## src/rtl/mmu_mem_arbiter_pkg.sv

```systemverilog
// Shared MMU memory-arbiter definitions: FSM encodings, grant identifiers and timeout default.
// Used by the sv32 MMU read path and the arbiter that sits between it and memory.
package mmu_mem_arbiter_pkg;

  typedef enum logic [1:0] {
    S_IDLE = 2'b00,
    S_INST = 2'b01,
    S_DATA = 2'b11
  } state_t;

  typedef enum logic {
    G_INST = 1'b0,
    G_DATA = 1'b1
  } grant_t;

  localparam int TIMEOUT_DEFAULT = 255;

endpackage

```

## src/rtl/mmu_mem_arbiter_rr.sv

```systemverilog
// Two-requester round-robin pick: on a tie, favour the port that was not served last.
// Purely combinational; the caller decides whether the pick is actually taken.
module mmu_mem_arbiter_rr
  import mmu_mem_arbiter_pkg::*;
(
  input  logic   inst_req,
  input  logic   data_req,
  input  grant_t last_grant,
  output logic   gnt_vld,
  output grant_t gnt
);

  always_comb begin
    gnt_vld = inst_req | data_req;
    gnt     = G_INST;
    if (inst_req && data_req) begin
      gnt = (last_grant == G_INST) ? G_DATA : G_INST;
    end else if (data_req) begin
      gnt = G_DATA;
    end
  end

endmodule

```

## src/rtl/mmu_mem_arbiter.sv

```systemverilog
// Shares one memory read channel between MMU instruction and data/PTE reads, one read in flight;
// responses are tag-matched on address, writes pass straight through.
module mmu_mem_arbiter
  import mmu_mem_arbiter_pkg::*;
#(
  parameter int TIMEOUT = TIMEOUT_DEFAULT
) (
  input  logic        CLK,
  input  logic        RST,
  input  logic        INST_RDEN,
  input  logic [31:0] INST_RIADDR,
  output logic [31:0] INST_ROADDR,
  output logic        INST_RVALID,
  output logic [31:0] INST_RDATA,
  input  logic        DATA_RDEN,
  input  logic [31:0] DATA_RIADDR,
  output logic [31:0] DATA_ROADDR,
  output logic        DATA_RVALID,
  output logic [31:0] DATA_RDATA,
  input  logic        DATA_WREN,
  input  logic [3:0]  DATA_WSTRB,
  input  logic [31:0] DATA_WADDR,
  input  logic [31:0] DATA_WDATA,
  output logic        BUS_RDEN,
  output logic [31:0] BUS_RADDR,
  input  logic [31:0] BUS_ROADDR,
  input  logic        BUS_RVALID,
  input  logic [31:0] BUS_RDATA,
  output logic        BUS_WREN,
  output logic [3:0]  BUS_WSTRB,
  output logic [31:0] BUS_WADDR,
  output logic [31:0] BUS_WDATA,
  input  logic        BUS_WAIT,
  output logic        ARB_WAIT,
  output logic        ARB_TIMEOUT
);

  localparam int CW = $clog2(TIMEOUT + 1);

  state_t        state, state_nxt;
  logic [31:0]   req_addr, req_addr_nxt;
  logic [CW-1:0] cnt, cnt_nxt;
  grant_t        last_grant, last_grant_nxt;

  logic   gnt_vld;
  grant_t gnt;

  mmu_mem_arbiter_rr u_rr (
    .inst_req   (INST_RDEN),
    .data_req   (DATA_RDEN),
    .last_grant (last_grant),
    .gnt_vld    (gnt_vld),
    .gnt        (gnt)
  );

  logic        granted;
  logic        serving_data;
  logic        port_rden;
  logic [31:0] port_addr;
  logic        complete;
  logic        abort;
  logic        expired;

  assign granted      = (state == S_INST) || (state == S_DATA);
  assign serving_data = (state == S_DATA);
  assign port_rden    = serving_data ? DATA_RDEN   : INST_RDEN;
  assign port_addr    = serving_data ? DATA_RIADDR : INST_RIADDR;
  // A response only counts if it carries the address we asked for; anything else is stale.
  assign complete     = granted && BUS_RVALID && (BUS_ROADDR == req_addr);
  assign abort        = granted && (!port_rden || (port_addr != req_addr));
  assign expired      = granted && (cnt == CW'(TIMEOUT - 1));

  always_ff @(posedge CLK) begin
    if (RST) begin
      state      <= S_IDLE;
      req_addr   <= '0;
      cnt        <= '0;
      last_grant <= G_DATA;
    end else begin
      state      <= state_nxt;
      req_addr   <= req_addr_nxt;
      cnt        <= cnt_nxt;
      last_grant <= last_grant_nxt;
    end
  end

  always_comb begin
    state_nxt      = state;
    req_addr_nxt   = req_addr;
    cnt_nxt        = cnt;
    last_grant_nxt = last_grant;
    case (state)
      S_INST, S_DATA: begin
        cnt_nxt = cnt + CW'(1);
        if (complete) begin
          state_nxt      = S_IDLE;
          last_grant_nxt = serving_data ? G_DATA : G_INST;
        end else if (abort || expired) begin
          state_nxt = S_IDLE;
        end
      end
      default: begin
        state_nxt = S_IDLE;
        if (!BUS_WAIT && gnt_vld) begin
          state_nxt    = (gnt == G_DATA) ? S_DATA : S_INST;
          req_addr_nxt = (gnt == G_DATA) ? DATA_RIADDR : INST_RIADDR;
          cnt_nxt      = '0;
        end
      end
    endcase
  end

  // Outputs are held quiet while RST is high so a reset mid-read never leaks a response.
  always_comb begin
    BUS_RDEN    = 1'b0;
    BUS_RADDR   = '0;
    INST_RVALID = 1'b0;
    INST_ROADDR = '0;
    INST_RDATA  = '0;
    DATA_RVALID = 1'b0;
    DATA_ROADDR = '0;
    DATA_RDATA  = '0;
    ARB_TIMEOUT = 1'b0;
    if (!RST && granted) begin
      BUS_RDEN    = 1'b1;
      BUS_RADDR   = req_addr;
      ARB_TIMEOUT = expired && !complete;
      if (complete) begin
        if (serving_data) begin
          DATA_RVALID = 1'b1;
          DATA_ROADDR = BUS_ROADDR;
          DATA_RDATA  = BUS_RDATA;
        end else begin
          INST_RVALID = 1'b1;
          INST_ROADDR = BUS_ROADDR;
          INST_RDATA  = BUS_RDATA;
        end
      end
    end
  end

  assign BUS_WREN  = DATA_WREN;
  assign BUS_WSTRB = DATA_WSTRB;
  assign BUS_WADDR = DATA_WADDR;
  assign BUS_WDATA = DATA_WDATA;
  assign ARB_WAIT  = BUS_WAIT;

endmodule

```

## config.mk

```make
export PLATFORM = sky130hd
export DESIGN_NAME = mmu_mem_arbiter
export DESIGN_NICKNAME = d
export VERILOG_FILES = /design/src/rtl/mmu_mem_arbiter_pkg.sv /design/src/rtl/mmu_mem_arbiter_rr.sv /design/src/rtl/mmu_mem_arbiter.sv
export SDC_FILE = /design/constraint.sdc
export NUM_CORES = 1
export LEC_CHECK = 0
export BUFFER_PORTS_ARGS = -buffer_cell sky130_fd_sc_hd__clkbuf_2
export CORE_AREA = 2 2 169 171
export CTS_BUF_LIST = sky130_fd_sc_hd__clkbuf_16
export DETAILED_ROUTE_END_ITERATION = 12
export DIE_AREA = 0 0 171 173
export GPL_ROUTABILITY_DRIVEN = 0
export PLACE_DENSITY = 0.5
export SYNTH_ARGS = -nofsm -noshare
export SYNTH_HDL_FRONTEND = slang
export SYNTH_HIERARCHICAL = 1
export SYNTH_SLANG_ARGS = --single-unit
```

## constraint.sdc

```tcl
create_clock -name CLK -period 2.79 [get_ports CLK]
set_clock_uncertainty 0.1 [all_clocks]
set_input_delay 0.279 -clock CLK [delete_from_list [all_inputs] [get_ports CLK]]
set_output_delay 0.279 -clock CLK [all_outputs]
set_load 0.01 [all_outputs]
```

* After elaboration in Yosys (flattened, before gate mapping)
Cells that the tools add are included.
** Operators by class
- Muxes and demuxes :: 34
- Add/subtract/negate cells :: 1
- Reductions and logical operators :: 19
- Bitwise logic cells :: 2
- Equal/unequal tests :: 6
** Operators with widths (count)
- two-way mux 32 bit :: 15
- == test 32 bit :: 1
- != test 32 bit :: 1
- two-way mux 8 bit :: 2
- two-way mux 1 bit :: 12
- two-way mux 2 bit :: 5
- adder 8 x 1 -> 8 bit (second input constant) :: 1
- == test 8 bit (second input constant) :: 1
- logical AND 1 bit :: 8
- zero test 1 bit :: 4
- AND reduction 2 bit :: 2
- logical OR 1 bit :: 3
- != test 3 bit (second input constant) :: 1
- == test 2 x 1 -> 1 bit (second input constant) :: 1
- == test 2 bit (second input constant) :: 1
- nonzero test 2 bit :: 1
- OR reduction 2 bit :: 1
- NOT 1 bit :: 1
- bitwise OR 1 bit :: 1
** Storage, ports and cells
- Output and inout port bits :: 234
- Word-level logic and storage cells :: 66
- Register bits :: 43
- Input bits :: 203

* Logic depth before layout (Yosys ltp)
- Depth in word-level cells :: 9
- Gate-level depth with buffers :: 8
- Gate-level depth less buffers :: 7

* Cells and area by module
Netlist, hierarchy kept.
** By module, submodules not included
- mmu_mem_arbiter :: cells an instance 655, area an instance 4919.7 sq um, times used 1
- mmu_mem_arbiter_rr :: cells an instance 2, area an instance 13.8 sq um, times used 1

* Worst setup path after synthesis
OpenSTA, ideal clock, no wires.
- Path type :: flip-flop to output port
- Start point :: register req_addr[10]
- End point :: output DATA_RDATA[10]
- Setup slack :: 0.604 ns
- Arrival :: 1.807 ns
- Required time :: 2.411 ns
- Stages on the path, launching flop included :: 9
- Buffers on the path :: 2
- Cells stage by stage :: dfxtp_1 -> xnor2_1 -> nand4_1 -> nor4_1 -> nand3_1 -> nor3_1 -> buf_2 -> buf_4 -> and2_1
** On the way
- Word-level cells in the longest chain between the ends :: 4
** RTL lines
- start: declaration :: RTL line mmu_mem_arbiter.sv:41 : logic [31:0] req_addr, req_addr_nxt;
- start signal: assignment :: RTL line mmu_mem_arbiter.sv:81 : req_addr <= req_addr_nxt;
- == test 32 bit :: RTL line mmu_mem_arbiter.sv:69 : assign complete = granted && BUS_RVALID && (BUS_ROADDR == req_addr);
- logical AND 1 bit :: RTL line mmu_mem_arbiter.sv:69
- two-way mux 32 bit :: RTL line mmu_mem_arbiter.sv:128 : if (complete) begin
- two-way mux 32 bit :: RTL line mmu_mem_arbiter.sv:124 : if (!RST && granted) begin
- end: declaration :: RTL line mmu_mem_arbiter.sv:19 : output logic [31:0] DATA_RDATA,
Every way passes these cells.

* Final worst setup path
- Start point :: register req_addr[29]
- End point :: output INST_ROADDR[14]
** On the way
- Word-level cells in the longest chain between the ends :: 4
** RTL lines
- == test 32 bit :: RTL line mmu_mem_arbiter.sv:69
- logical AND 1 bit :: RTL line mmu_mem_arbiter.sv:69
- two-way mux 32 bit :: RTL line mmu_mem_arbiter.sv:128
- two-way mux 32 bit :: RTL line mmu_mem_arbiter.sv:124
- end: declaration :: RTL line mmu_mem_arbiter.sv:12 : output logic [31:0] INST_ROADDR,
Every way passes these cells.

==> flow_metrics.py <==
metrics = {
    "status": {
        "outcome": "complete, but fails checks",
        "violations": "setup timing",
    },
    "timing": {
        "setup_viol": 117,
        "fin_tns_setup_ns": -11.62,
        "worst_pin_slew_ns": 0.490,
        "fin_ws_ns": -0.150,
        "hold_viol": 0,
        "timing.slew.headroom_pct": 67.0,
        "min_period_ns": 2.94,
        "period_share_pct": 105,
        "rsz0062_at_grt": "true",
        "fmax_mhz": 340,
        "slew_violations": 0,
    },
    "synthesis": {
        "synth-seq-area-share_pct": 17.4,
        "synth_top_area_share_pct": 20.3,
        "synth-seq-cells": 43,
        "async_flop_share_pct": 0,
        "synth_edf_count": 0,
        "synth_area_per_cell_um2": 7.51,
        "synth.distinct_cells": 47,
        "yosys_most_used_dff": "dfxtp_1",
        "netlist_area_um2": 4930,
        "synth_top_area_cell": "and2_1",
        "synth_nets": 862,
        "synth_warnings": 6,
        "yosys-top-cells-area": "and2_1, dfxtp_1, buf_4",
        "syn_inst": 657,
    },
    "clock_tree": {
        "clock_latency_ns": 0.29,
        "clk_pin_slew_ns": 0.06,
        "ctsHoldBuffers": 0,
        "cts_max_path_buffers": 2,
        "cts_tree": "yes",
        "clkSinkCount": 43,
        "cts-root-buf": "clkbuf_16",
        "numCtsBuffers": 5,
        "h-tree-depth": 2,
    },
    "floorplanning": {
        "die_h_um": 173,
        "fp.coreArea_um2": 27600,
        "placementRows": 61,
        "io-pin-count": 437,
        "initial_core_util_pct": 17.9,
        "dieArea_um2": 29600,
        "die_w_um": 171,
    },
    "placed_design": {
        "place_inst": 1286,
        "io_buffer_count": 298,
        "hpwl_mm": 24.7,
    },
    "power_and_ir_drop": {
        "fin_total_pwr_mw": 2.00,
        "p_leak_nw": 3.81,
        "powerDensity_nw_per_um2": 242,
        "peakVddDrop_mv": 0.199,
    },
    "layout": {
        "final_nets": 1133,
        "area_growth_pct": 67.5,
        "drive_above_1_share_pct": 56.6,
        "fin_cells": 1309,
    },
    "global_route": {
        "overflow": 0,
        "grt_antenna_before_repair": 14,
        "grt_pass1_vias": 5499,
        "grt_pass1_wl_mm": 38.5,
        "grt_max_degree": 44,
        "grtUsageTotal_pct": 18.1,
    },
    "critical_path": {
        "slowest_stage": "dfxtp_4",
        "cp_common_cell": "buf_6",
        "worst_ep_arrival_time_ns": 2.56,
        "worstPathCellList": "xnor2_4 -> nand4_1 -> nor4_4 -> buf_4 -> nand3_4 -> nor3b_4 -> buf_6 -> clkbuf_16 -> and2_4 -> buf_6",
        "slowest_delay_ns": 0.36,
        "path_buf_inv": 4,
        "critPathKind": "reg2out",
        "reg2reg_slack_ns": 0.29,
        "crit_family": "simple AND/OR/NAND/NOR gates",
        "endpoint_kind": "output pin",
        "start_kind": "register",
        "required_ns": 2.41,
        "cp_max_fo": 8,
    },
    "route": {
        "drc": 0,
        "totalWireLength_mm": 30.0,
        "drt-initial-drc-count": 308,
        "ant_nets": 0,
        "vias": 5834,
        "via_per_inst": 4.46,
        "first_pass_iters": 5,
        "routedWlPerCell_um": 22.9,
    },
    "hold_path": {
        "hold_class": "in2reg",
    },
    "flow_run": {
        "max_cap_viol_count": 0,
    },
}
==> worst register-to-register path, cell delays in order (launching register included) <==
cell and delay (ns):
dfxtp_1 0.38, buf_4 0.19, nand2_1 0.28, buf_4 0.25, a211oi_1 0.09, a2111oi_0 0.47
o2111a_1 0.28, nand4_1 0.16, o31ai_2 0.24
==> sequential cells by signal, summed over array words and instances, names as in the netlist <==
signal / count
cnt: 8
req_addr: 32
state: 2
last_grant: 1
==> cells by family (layout without fill, tap and decap cells) <==
logic type | Yosys count | count (layout) | share of synthesized area [%]
xor gates and xnor gates | 48 | 48 | 8.52
buffers and inverters | 134 | 406 | 16.4
other | 0 | 2 | 0
adders and majority gates | 2 | 2 | 0.507
AOI/OAI and AO/OA | 86 | 86 | 13.5
DFF | 43 | 43 | 17.4
and+or+nand+nor | 303 | 303 | 35.2
muxes | 41 | 41 | 8.47
==> per-stage QoR <==
| stage | util (%) | cell area (um^2) | worst slack (ns) | hold WS [ns] |
|---|---|---|---|---|
| floorplan | - | 4930 | 0.604 | 0.350 |
| global placement | 24.5 | 6760 | -0.202 | 0.385 |
| detailed placement | 24.5 | 6760 | -0.214 | 0.389 |
| CTS | 25.6 | 7080 | -0.0499 | 0.207 |
| global route | 29.9 | 8260 | -0.208 | 0.226 |
| finish | 29.9 | 8270 | -0.150 | 0.205 |
==> worst paths after layout <==
kind / startpoint / to / depth (start not counted)
setup / recovery: req_addr[29] / INST_ROADDR[14] / 10
hold / removal: INST_RIADDR[22] / req_addr[22] / 3
setup reg to reg: state[1] / state[1] / 8
hold reg to reg: cnt[3] / cnt[3] / 2
==> cell type report <==
cell class	instances	area, um^2
Fill cell	2991	19400
Inverter	23	86.3
Sequential cell	43	876
Clock buffer	5	125
Multi-Input combinational cell	480	3710
Tap cell	378	473
Antenna cell	2	5.00
Timing Repair Buffer	375	2970
Clock inverter	3	16.3
==> cell usage after synthesis, drive strengths merged (4+ instances only) <==
cell / number
a2111oi: 9
a211oi: 38
a21oi: 9
and2: 161
buf: 90
clkbuf: 21
dfxtp: 43
inv: 23
mux2i: 38
nand2: 14
nand2b: 13
nand3: 11
nand4: 13
nor2: 44
nor2b: 16
nor3: 10
nor4: 6
o2111ai: 4
o221ai: 4
o22ai: 4
or2: 8
xnor2: 35
xor2: 13
==> layer usage <==
metal,vias up,track usage (%),wire [um]
li1,2695,-,-
met1,2743,19.2,10700
met2,315,31.8,14900
met3,59,8.72,3490
met4,22,4.87,732
met5,-,0,138
==> repair_timing <==
| item | 4_1_cts | 5_1_grt |
|---|---|---|
| setup endpoints to repair | 131 | 130 |
| buffers inserted | 1 | 4 |
| gates resized for setup | 29 | 367 |
| cloned | 1 | 9 |
| pin swaps | 7 | 64 |
==> report_power, final <==
part | switching (mW) | internal [mW]
sequential | 0.0524 | 0.657
clock | 0.265 | 0.328
combinational | 0.389 | 0.308
total | 0.706 | 1.29
==> cell usage in the layout, fill, tap and decap left out, drive strengths merged, types with 3 or more instances in the layout <==
cell       n
nor2b     16
dfxtp     43
or2        8
and2     161
a2111oi    9
nor2      44
a21bo      3
a21oi      9
o2111ai    4
o31ai      3
xnor2     35
o221ai     4
nor4       6
nand2b    13
nor3      10
clkbuf   180
nand2     14
a211oi    38
xor2      13
buf      200
nand3     11
nand4     13
o22ai      4
inv       24
mux2       3
and3       3
mux2i     38
No activity file was read; power rests on OpenSTA's default activity.
